===== src/rtl/rgb_decoder_if.sv =====
// Pixel-in / decoded-colour-out handshake bundle for rgb_decoder.
// The slave modport is the decoder's view; master is the producer/consumer side.
interface rgb_decoder_if;
    logic        enable;
    logic        in_valid;
    logic [23:0] in_rgb;
    logic        in_ready;
    logic        out_valid;
    logic [2:0]  out_colour;
    logic        out_exact;
    logic        out_ready;
    logic [7:0]  miss_count;

    modport slave (
        input  enable,
        input  in_valid,
        input  in_rgb,
        input  out_ready,
        output in_ready,
        output out_valid,
        output out_colour,
        output out_exact,
        output miss_count
    );

    modport master (
        output enable,
        output in_valid,
        output in_rgb,
        output out_ready,
        input  in_ready,
        input  out_valid,
        input  out_colour,
        input  out_exact,
        input  miss_count
    );
endinterface


===== src/rtl/rgb_decoder.sv =====
// Thresholds 24-bit RGB pixels to a 3-bit palette index through a 2-entry output FIFO.
// Define DROP_INEXACT_EN to count-and-discard non-palette pixels instead of passing them on.
module rgb_decoder (
    input  logic         clk,
    input  logic         rst_n,
    rgb_decoder_if.slave bus
);
    localparam int unsigned Depth = 2;

    logic [2:0] colour_q [Depth];
    logic [2:0] colour_d [Depth];
`ifndef DROP_INEXACT_EN
    logic       exact_q  [Depth];
    logic       exact_d  [Depth];
`endif
    logic       rd_ptr_q, rd_ptr_d;
    logic       wr_ptr_q, wr_ptr_d;
    logic [1:0] count_q, count_d;
    logic [7:0] miss_q, miss_d;
    // Holds in_ready low for the first cycle after reset is released.
    logic       alive_q;

    logic [7:0] chan_r, chan_g, chan_b;
    logic [2:0] pix_colour;
    logic       pix_exact;
    logic       accept, push, pop;

    assign chan_r = bus.in_rgb[23:16];
    assign chan_g = bus.in_rgb[15:8];
    assign chan_b = bus.in_rgb[7:0];

    assign pix_colour = {chan_r[7], chan_g[7], chan_b[7]};
    assign pix_exact  = ((chan_r == 8'h00) || (chan_r == 8'hFF)) &&
                        ((chan_g == 8'h00) || (chan_g == 8'hFF)) &&
                        ((chan_b == 8'h00) || (chan_b == 8'hFF));

    assign accept = bus.in_valid && bus.in_ready;
`ifdef DROP_INEXACT_EN
    assign push   = accept && pix_exact;
`else
    assign push   = accept;
`endif
    assign pop    = bus.out_valid && bus.out_ready;

    always_comb begin
        colour_d = colour_q;
`ifndef DROP_INEXACT_EN
        exact_d  = exact_q;
`endif
        wr_ptr_d = wr_ptr_q;
        rd_ptr_d = rd_ptr_q;
        count_d  = count_q;
        miss_d   = miss_q;

        if (push) begin
            colour_d[wr_ptr_q] = pix_colour;
`ifndef DROP_INEXACT_EN
            exact_d[wr_ptr_q]  = pix_exact;
`endif
            wr_ptr_d = ~wr_ptr_q;
        end
        if (pop) begin
            rd_ptr_d = ~rd_ptr_q;
        end

        if (push && !pop) begin
            count_d = count_q + 2'd1;
        end else if (pop && !push) begin
            count_d = count_q - 2'd1;
        end

        if (accept && !pix_exact && (miss_q != 8'hFF)) begin
            miss_d = miss_q + 8'd1;
        end
    end

    always_ff @(posedge clk) begin
        if (!rst_n) begin
            for (int i = 0; i < Depth; i++) begin
                colour_q[i] <= 3'b000;
`ifndef DROP_INEXACT_EN
                exact_q[i]  <= 1'b0;
`endif
            end
            wr_ptr_q <= 1'b0;
            rd_ptr_q <= 1'b0;
            count_q  <= 2'd0;
            miss_q   <= 8'h00;
            alive_q  <= 1'b0;
        end else begin
            colour_q <= colour_d;
`ifndef DROP_INEXACT_EN
            exact_q  <= exact_d;
`endif
            wr_ptr_q <= wr_ptr_d;
            rd_ptr_q <= rd_ptr_d;
            count_q  <= count_d;
            miss_q   <= miss_d;
            alive_q  <= 1'b1;
        end
    end

    // Registered state only: no path from out_ready or in_valid into in_ready.
    assign bus.in_ready   = alive_q && bus.enable && (count_q != 2'd2);
    assign bus.out_valid  = (count_q != 2'd0);
    assign bus.out_colour = colour_q[rd_ptr_q];
`ifdef DROP_INEXACT_EN
    assign bus.out_exact  = 1'b1;
`else
    assign bus.out_exact  = exact_q[rd_ptr_q];
`endif
    assign bus.miss_count = miss_q;
endmodule


===== src/flat_wrapper.sv =====
// flat-port wrapper written by rule: the top's interface ports become plain ports
module rgb_decoder_flat 
  (clk, rst_n, bus_enable, bus_in_valid, bus_in_rgb, bus_out_ready, bus_in_ready, bus_out_valid, bus_out_colour, bus_out_exact, bus_miss_count);
  rgb_decoder_if bus_i ();
  input  logic clk;
  input  logic rst_n;
  input wire logic [$bits(bus_i.enable)-1:0] bus_enable;
  input wire logic [$bits(bus_i.in_valid)-1:0] bus_in_valid;
  input wire logic [$bits(bus_i.in_rgb)-1:0] bus_in_rgb;
  input wire logic [$bits(bus_i.out_ready)-1:0] bus_out_ready;
  output wire logic [$bits(bus_i.in_ready)-1:0] bus_in_ready;
  output wire logic [$bits(bus_i.out_valid)-1:0] bus_out_valid;
  output wire logic [$bits(bus_i.out_colour)-1:0] bus_out_colour;
  output wire logic [$bits(bus_i.out_exact)-1:0] bus_out_exact;
  output wire logic [$bits(bus_i.miss_count)-1:0] bus_miss_count;
  assign bus_i.enable = bus_enable;
  assign bus_i.in_valid = bus_in_valid;
  assign bus_i.in_rgb = bus_in_rgb;
  assign bus_i.out_ready = bus_out_ready;
  assign bus_in_ready = bus_i.in_ready;
  assign bus_out_valid = bus_i.out_valid;
  assign bus_out_colour = bus_i.out_colour;
  assign bus_out_exact = bus_i.out_exact;
  assign bus_miss_count = bus_i.miss_count;
  rgb_decoder u_core (.clk(clk), .rst_n(rst_n), .bus(bus_i));
endmodule

===== config.mk =====
export PLATFORM = sky130hd
export DESIGN_NAME = rgb_decoder_flat
export DESIGN_NICKNAME = d
export VERILOG_FILES = /design/src/rtl/rgb_decoder_if.sv /design/src/rtl/rgb_decoder.sv /design/src/flat_wrapper.sv
export SDC_FILE = /design/constraint.sdc
export NUM_CORES = 1
export LEC_CHECK = 0
export CAP_MARGIN = 20
export CORE_MARGIN = 10
export CORE_UTILIZATION = 47
export CTS_BUF_LIST = sky130_fd_sc_hd__clkbuf_16
export CTS_CLUSTER_SIZE = 14
export DETAILED_ROUTE_END_ITERATION = 10
export PLACE_DENSITY = 0.93
export SLEW_MARGIN = 20
export SYNTH_ARGS = -nofsm -noshare
export SYNTH_HDL_FRONTEND = slang
export SYNTH_SLANG_ARGS = --single-unit

===== constraint.sdc =====
create_clock -name clk -period 5.4 [get_ports clk]
set_clock_uncertainty 0.1 [all_clocks]
set_input_delay 1.08 -clock clk [delete_from_list [all_inputs] [get_ports clk]]
set_output_delay 1.08 -clock clk [all_outputs]
set_load 0.02 [all_outputs]

==> impl_metrics.ini, run 1 <==
[flow_run]
cap_violations = 0

[setup_path]
path_buf_inv = 2
crit_required_ps = 4220
reg2reg_to = u_core.count_q[1]$_SDFFE_PN0P_
worstPathArrival_ps = 2430
reg2reg_from = u_core.count_q[1]$_SDFFE_PN0P_
critPathCapture = bus_in_ready
start_kind = primary input
crit_fanout = 2
cpMaxStageDelayCell = clkdlybuf4s50_1
crit_type = primary input to primary output
cp.depth = 4
end_kind = primary output
crit_start = bus_enable
path_cells = clkdlybuf4s50_1 > nand2_1 > a21oi_1 > clkdlybuf4s50_1
path_delay_family = buffers and inverters
r2r_cells = 6
rrSetupSlack_ps = 3320
timing.critical_path.mode_cell = clkdlybuf4s50_1
crit_path_max_incr_delay_ps = 630

[clock_network]
clk_path_buf_depth = 2
clk_pin_slew_ps = 60
cts_resized = 0
cts_root_buf = clkbuf_16
cts_setup_buffers = 0
clock_sinks = 21
hold_buffers = 0
htree_levels = 1
cts_tree = built
clkLatencyLatePin_ps = 260
cts-buffers-inserted = 3

[yosys]
synth-seq-cells = 21
synth-seq-area-share_pct = 36.7
synth-async-reset-ratio_pct = 0
synth.net_count = 164
ys_warn_count = 0
synth-edff-count = 0
syn-cell-area_um2 = 1150
synth_area_per_cell_um2 = 8.62
synth.distinct_cells = 33
synthFlopType = dfxtp_1
synthCells = 133

[sta]
hold_ws_ps = 360
tightestPinTransition_ps = 792
report.final.slew_viol_count = 0
max_freq_ghz = 0.277
rsz0062_at_grt = false
relSlewSlack_pct = 47.0
setup_slack_ps = 1790
setup_tns_ps = 0
fin_crit_ps = 3610
period_share_pct = 66.8
setup_viol = 0
finalHoldViolations = 0

[power]
switching_share_pct = 29.3
comb_power_share_pct = 25.5
p_switching_mw = 0.139
internal_power_mw = 0.334
clkPwrFrac_pct = 34.2
total_power_mw = 0.473
pwr-share-seq_pct = 40.3
ir_drop_uv = 300
power_density_nw_per_um2 = 283
p_leak_nw = 0.570

[floorplan]
ios = 43
die_h_um = 69.4
die_w_um = 69.4
core_area_um2 = 2280
initial_core_util_pct = 50.4
die_area_um2 = 4810
row_count = 17

[status]
status = complete, no violations

[grt]
antenna_found_initial = 0
grt_pass1_wl_um = 5560
grt_pass1_vias = 1158
grt_usage_pct = 13.6
globalRouteOverflowTotal = 0
grt_max_degree = 28

[cells_and_area]
nNetsFinal = 208
ff_latch_area_um2 = 420
stdcell_area_um2 = 1670
final_core_util_pct = 73.5
num_antenna_cells = 0
multi_input_area_um2 = 692
final-instance-count-excl-fill = 204
drive_above_1_share_pct = 9.66
fill_cells = 163
layout-area-overhead-vs-synth_pct = 46.0

[place]
place_area_um2 = 1590
portBuffers = 42
place_ws_ps = 1790
place_inst = 200
dp_hpwl_um = 2570
place_congestion = 0.751

[detailed_routing]
dr_total_vias = 1163
final_antenna_net_count = 0
drt_iter0_markers = 25
wl_per_cell_um = 16.6
drt_first_pass_iters = 5
wirelength_um = 3390
drc = 0
viasPerCell = 5.70

[worst_hold_path]
hold_depth = 2
min_path_type = register to register
-- registers in the layout (all words and copies together) (netlist names) --
| name | cells |
|---|---|
| u_core.wr_ptr_q | 1 |
| u_core.colour_q | 6 |
| u_core.exact_q | 2 |
| u_core.rd_ptr_q | 1 |
| u_core.count_q | 2 |
| u_core.alive_q | 1 |
| u_core.bus.miss_count | 8 |
-- cells in the mapped netlist (2+ instances only) --
library cell	instances	area (µm²)
nand2b_1	4	25.0
ha_1	2	25.0
inv_2	2	7.51
a21boi_0	3	22.5
nand2_1	24	90.1
clkbuf_1	3	11.3
or2_2	2	12.5
nor2_1	2	7.51
o21ai_0	6	30.0
dfxtp_1	21	420
mux2_2	4	45.0
o21a_1	2	15.0
inv_1	2	7.51
nor4_1	10	62.6
mux2i_1	7	70.1
nand3_1	4	20.0
nor3_2	3	30.0
nand4_1	9	56.3
a21boi_1	6	45.0
and2_1	3	18.8
xnor2_1	2	17.5
-- power by group through the flow --
stage          sequential [mW]  clock, mW  combinational [mW]
2_1_floorplan            0.187          0              0.0674
3_3_place_gp             0.190          0               0.114
3_5_place_dp             0.192          0               0.119
4_1_cts                  0.190      0.162               0.122
5_1_grt                  0.192      0.169               0.132
6_report                 0.190      0.161               0.121
-- final cells by class --
class | instances | area share [%]
clock buffer | 3 | 4.49
multi-input combinational | 104 | 41.4
inverter | 4 | 0.898
timing repair buffer | 43 | 25.6
clock inverter | 1 | 0.449
sequential | 21 | 25.1
tap | 28 | 2.09
-- cell families after synthesis --
kind of cell / synth area share, %
mux: 10.0
xor+xnor: 2.29
buf+inv: 2.95
simple gates: 31.0
flops: 36.7
fa+ha+maj: 2.18
compound gates: 14.8
-- worst min-delay path, cell delays in order (launching register included) --
cell      delay, ps
dfxtp_1         310
nand2_1          50
a21boi_1         50
-- worst min path at each step --
| stage | from | end |
|---|---|---|
| 6_report | u_core.colour_q[0]$_SDFFE_PN0P_ | u_core.colour_q[0]$_SDFFE_PN0P_ |
| 5_1_grt | u_core.colour_q[2]$_SDFFE_PN0P_ | u_core.colour_q[2]$_SDFFE_PN0P_ |
| 4_1_cts | u_core.colour_q[0]$_SDFFE_PN0P_ | u_core.colour_q[0]$_SDFFE_PN0P_ |
| 3_5_place_dp | u_core.colour_q[0]$_SDFFE_PN0P_ | u_core.colour_q[0]$_SDFFE_PN0P_ |
| 3_3_place_gp | u_core.colour_q[1]$_SDFFE_PN0P_ | u_core.colour_q[1]$_SDFFE_PN0P_ |
| 2_1_floorplan | u_core.colour_q[0]$_SDFFE_PN0P_ | u_core.colour_q[0]$_SDFFE_PN0P_ |
-- layer usage --
metal | track usage (%) | up-vias | share of wire [%] | routed length [µm]
met5 | 0 | - | 0 | 0
met4 | 3.99 | 0 | 0.91 | 31
met3 | 4.56 | 5 | 6.8 | 230
met2 | 25.3 | 28 | 57 | 1920
met1 | 13.7 | 555 | 36 | 1210
li1 | - | 575 | - | -
-- cells in the final DEF (no fill, tap or decap), drive strengths merged, types with 4 or more instances in the layout --
cell type,Yosys,routed
nand3,4,4
nor4,10,10
a21boi,9,9
dfxtp,21,21
nand2,24,24
inv,4,4
nand4,9,9
mux2i,7,7
mux2,4,4
nand2b,4,4
clkdlybuf4s50,0,42
o21ai,6,6
Power figures use the tool's default switching activity.
==> run 2, diff against run 1 <==
- CORE_UTILIZATION: 47 -> 39
- PLACE_DENSITY: 0.93 -> 0.84
- clock period: 5.4 -> 3.3 ns (I/O delays scaled with it)
==> run 2 against run 1 <==
Global-route usage decreased by 1.9 points. Worst setup slack got worse by 1200 ps. First-iteration DRC count increased by 24%. Critical endpoint unchanged.
==> impl_metrics.ini, run 2 (synthesis gave the netlist of run 1 again) <==
[status]
status = complete, no violations

[clock_network]
clk_path_buf_depth = 2
clk_pin_slew_ps = 50
clkLatencyLatePin_ps = 250
clock_sinks = 21
cts_setup_buffers = 0
hold_buffers = 0
cts_root_buf = clkbuf_16
cts-buffers-inserted = 3
htree_levels = 1
cts_tree = built
cts_resized = 0

[worst_hold_path]
min_path_type = register to register

[grt]
grt_max_degree = 28
antenna_found_initial = 0
grt_util_met2_pct = 21.0
globalRouteOverflowTotal = 0
met3_usage_pct = 3.72
grt-busiest-layer = met2
grt_usage_pct = 11.7
grt_pass1_vias = 1158
use_met1_pct = 12.4
grt_pass1_wl_um = 5310

[floorplan]
die_w_um = 74.2
die_h_um = 74.2
ios = 43
row_count = 19
initial_core_util_pct = 41.2
core_area_um2 = 2780
die_area_um2 = 5510

[setup_path]
end_kind = primary output
worstPathArrival_ps = 1970
start_kind = primary input
crit_fanout = 2
crit_type = primary input to primary output
cpMaxStageDelayCell = clkdlybuf4s50_1
crit_required_ps = 2540
path_cells = clkdlybuf4s50_1 > nand2_1 > a21oi_1 > clkdlybuf4s50_1
crit_path_max_incr_delay_ps = 620
timing.critical_path.mode_cell = clkdlybuf4s50_1

[cells_and_area]
layout_commonest_cell = clkdlybuf4s50_1
num_antenna_cells = 0
largest_reg_flops = 8
drive_above_1_share_pct = 9.09
nNetsFinal = 208
final_cell_mix = clkdlybuf4s50_1, nand2_1, dfxtp_1
final_core_util_pct = 60.1
final-instance-count-excl-fill = 207
layout-area-overhead-vs-synth_pct = 46.0

[sta]
setup_tns_ps = 0
setup_slack_ps = 568
tightestPinTransition_ps = 809
rsz0062_at_grt = false
finalHoldViolations = 0
fin_crit_ps = 2730
report.final.slew_viol_count = 0
period_share_pct = 82.8
max_freq_ghz = 0.366
relSlewSlack_pct = 45.9
setup_viol = 0

[place]
place_congestion = 0.781
place_ws_ps = 560
dp_hpwl_um = 2640
place_inst = 203
portBuffers = 42

[detailed_routing]
dr_total_vias = 1126
drc = 0
wirelength_um = 3330
drt_iter0_markers = 31
wl_per_cell_um = 16.1
viasPerCell = 5.44
drt_first_pass_iters = 4
final_antenna_net_count = 0

[power]
power_density_nw_per_um2 = 452
p_leak_nw = 0.575
total_power_mw = 0.756
ir_drop_uv = 411

[flow_run]
cap_violations = 0
## run 2: cell count changes in the layout (fill, tap and decap cells not counted)
cell / before / now
clkinvlp_4: 1 / 0
inv_1: 2 / 3
## run 2: final cells by class
class	count	area, µm²
clock buffers	3	75.1
clock inverters	1	3.75
fillers	235	1110
inverters	4	15.0
multi-input cells	104	692
flip-flops and latches	21	420
well taps	31	38.8
repair buffers	43	428
## run 2: per-stage QoR
step	instance area [µm²]	hold WS, ps
final	1670	351
after global routing	1670	364
after CTS	1670	353
after detailed placement	1590	345
after global placement	1590	338
after floorplan	1150	332
## run 2: report_power, final
group	leakage (nW)	internal [mW]	switching (mW)
Combinational	0.362	0.107	0.0878
Clock	0.0423	0.161	0.0918
Sequential	0.170	0.275	0.0329
Total	0.575	0.543	0.213
## run 2: routing by layer
metal / part of all wire (%) / wire (µm)
met1: 40 / 1330
met2: 53 / 1770
met3: 5.3 / 177
met4: 1.4 / 48
met5: 0 / 0
## run 2: path summary, 6_finish.rpt
kind	cells past startpoint	end	slack, ps	startpoint
worst max-delay path	4	bus_in_ready	570	bus_enable
worst min-delay path	2	u_core.colour_q[0]$_SDFFE_PN0P_	350	u_core.colour_q[0]$_SDFFE_PN0P_
worst max register to register	6	u_core.count_q[1]$_SDFFE_PN0P_	1290	u_core.count_q[1]$_SDFFE_PN0P_
worst min register to register	2	u_core.colour_q[0]$_SDFFE_PN0P_	350	u_core.colour_q[0]$_SDFFE_PN0P_
## run 2: worst max-delay path: cells and delay by family
kind,cells,cell delay [ps]
buffers and inverters,2,1140
AO/OA/AOI/OAI,1,110
AND/OR/NAND/NOR,1,60
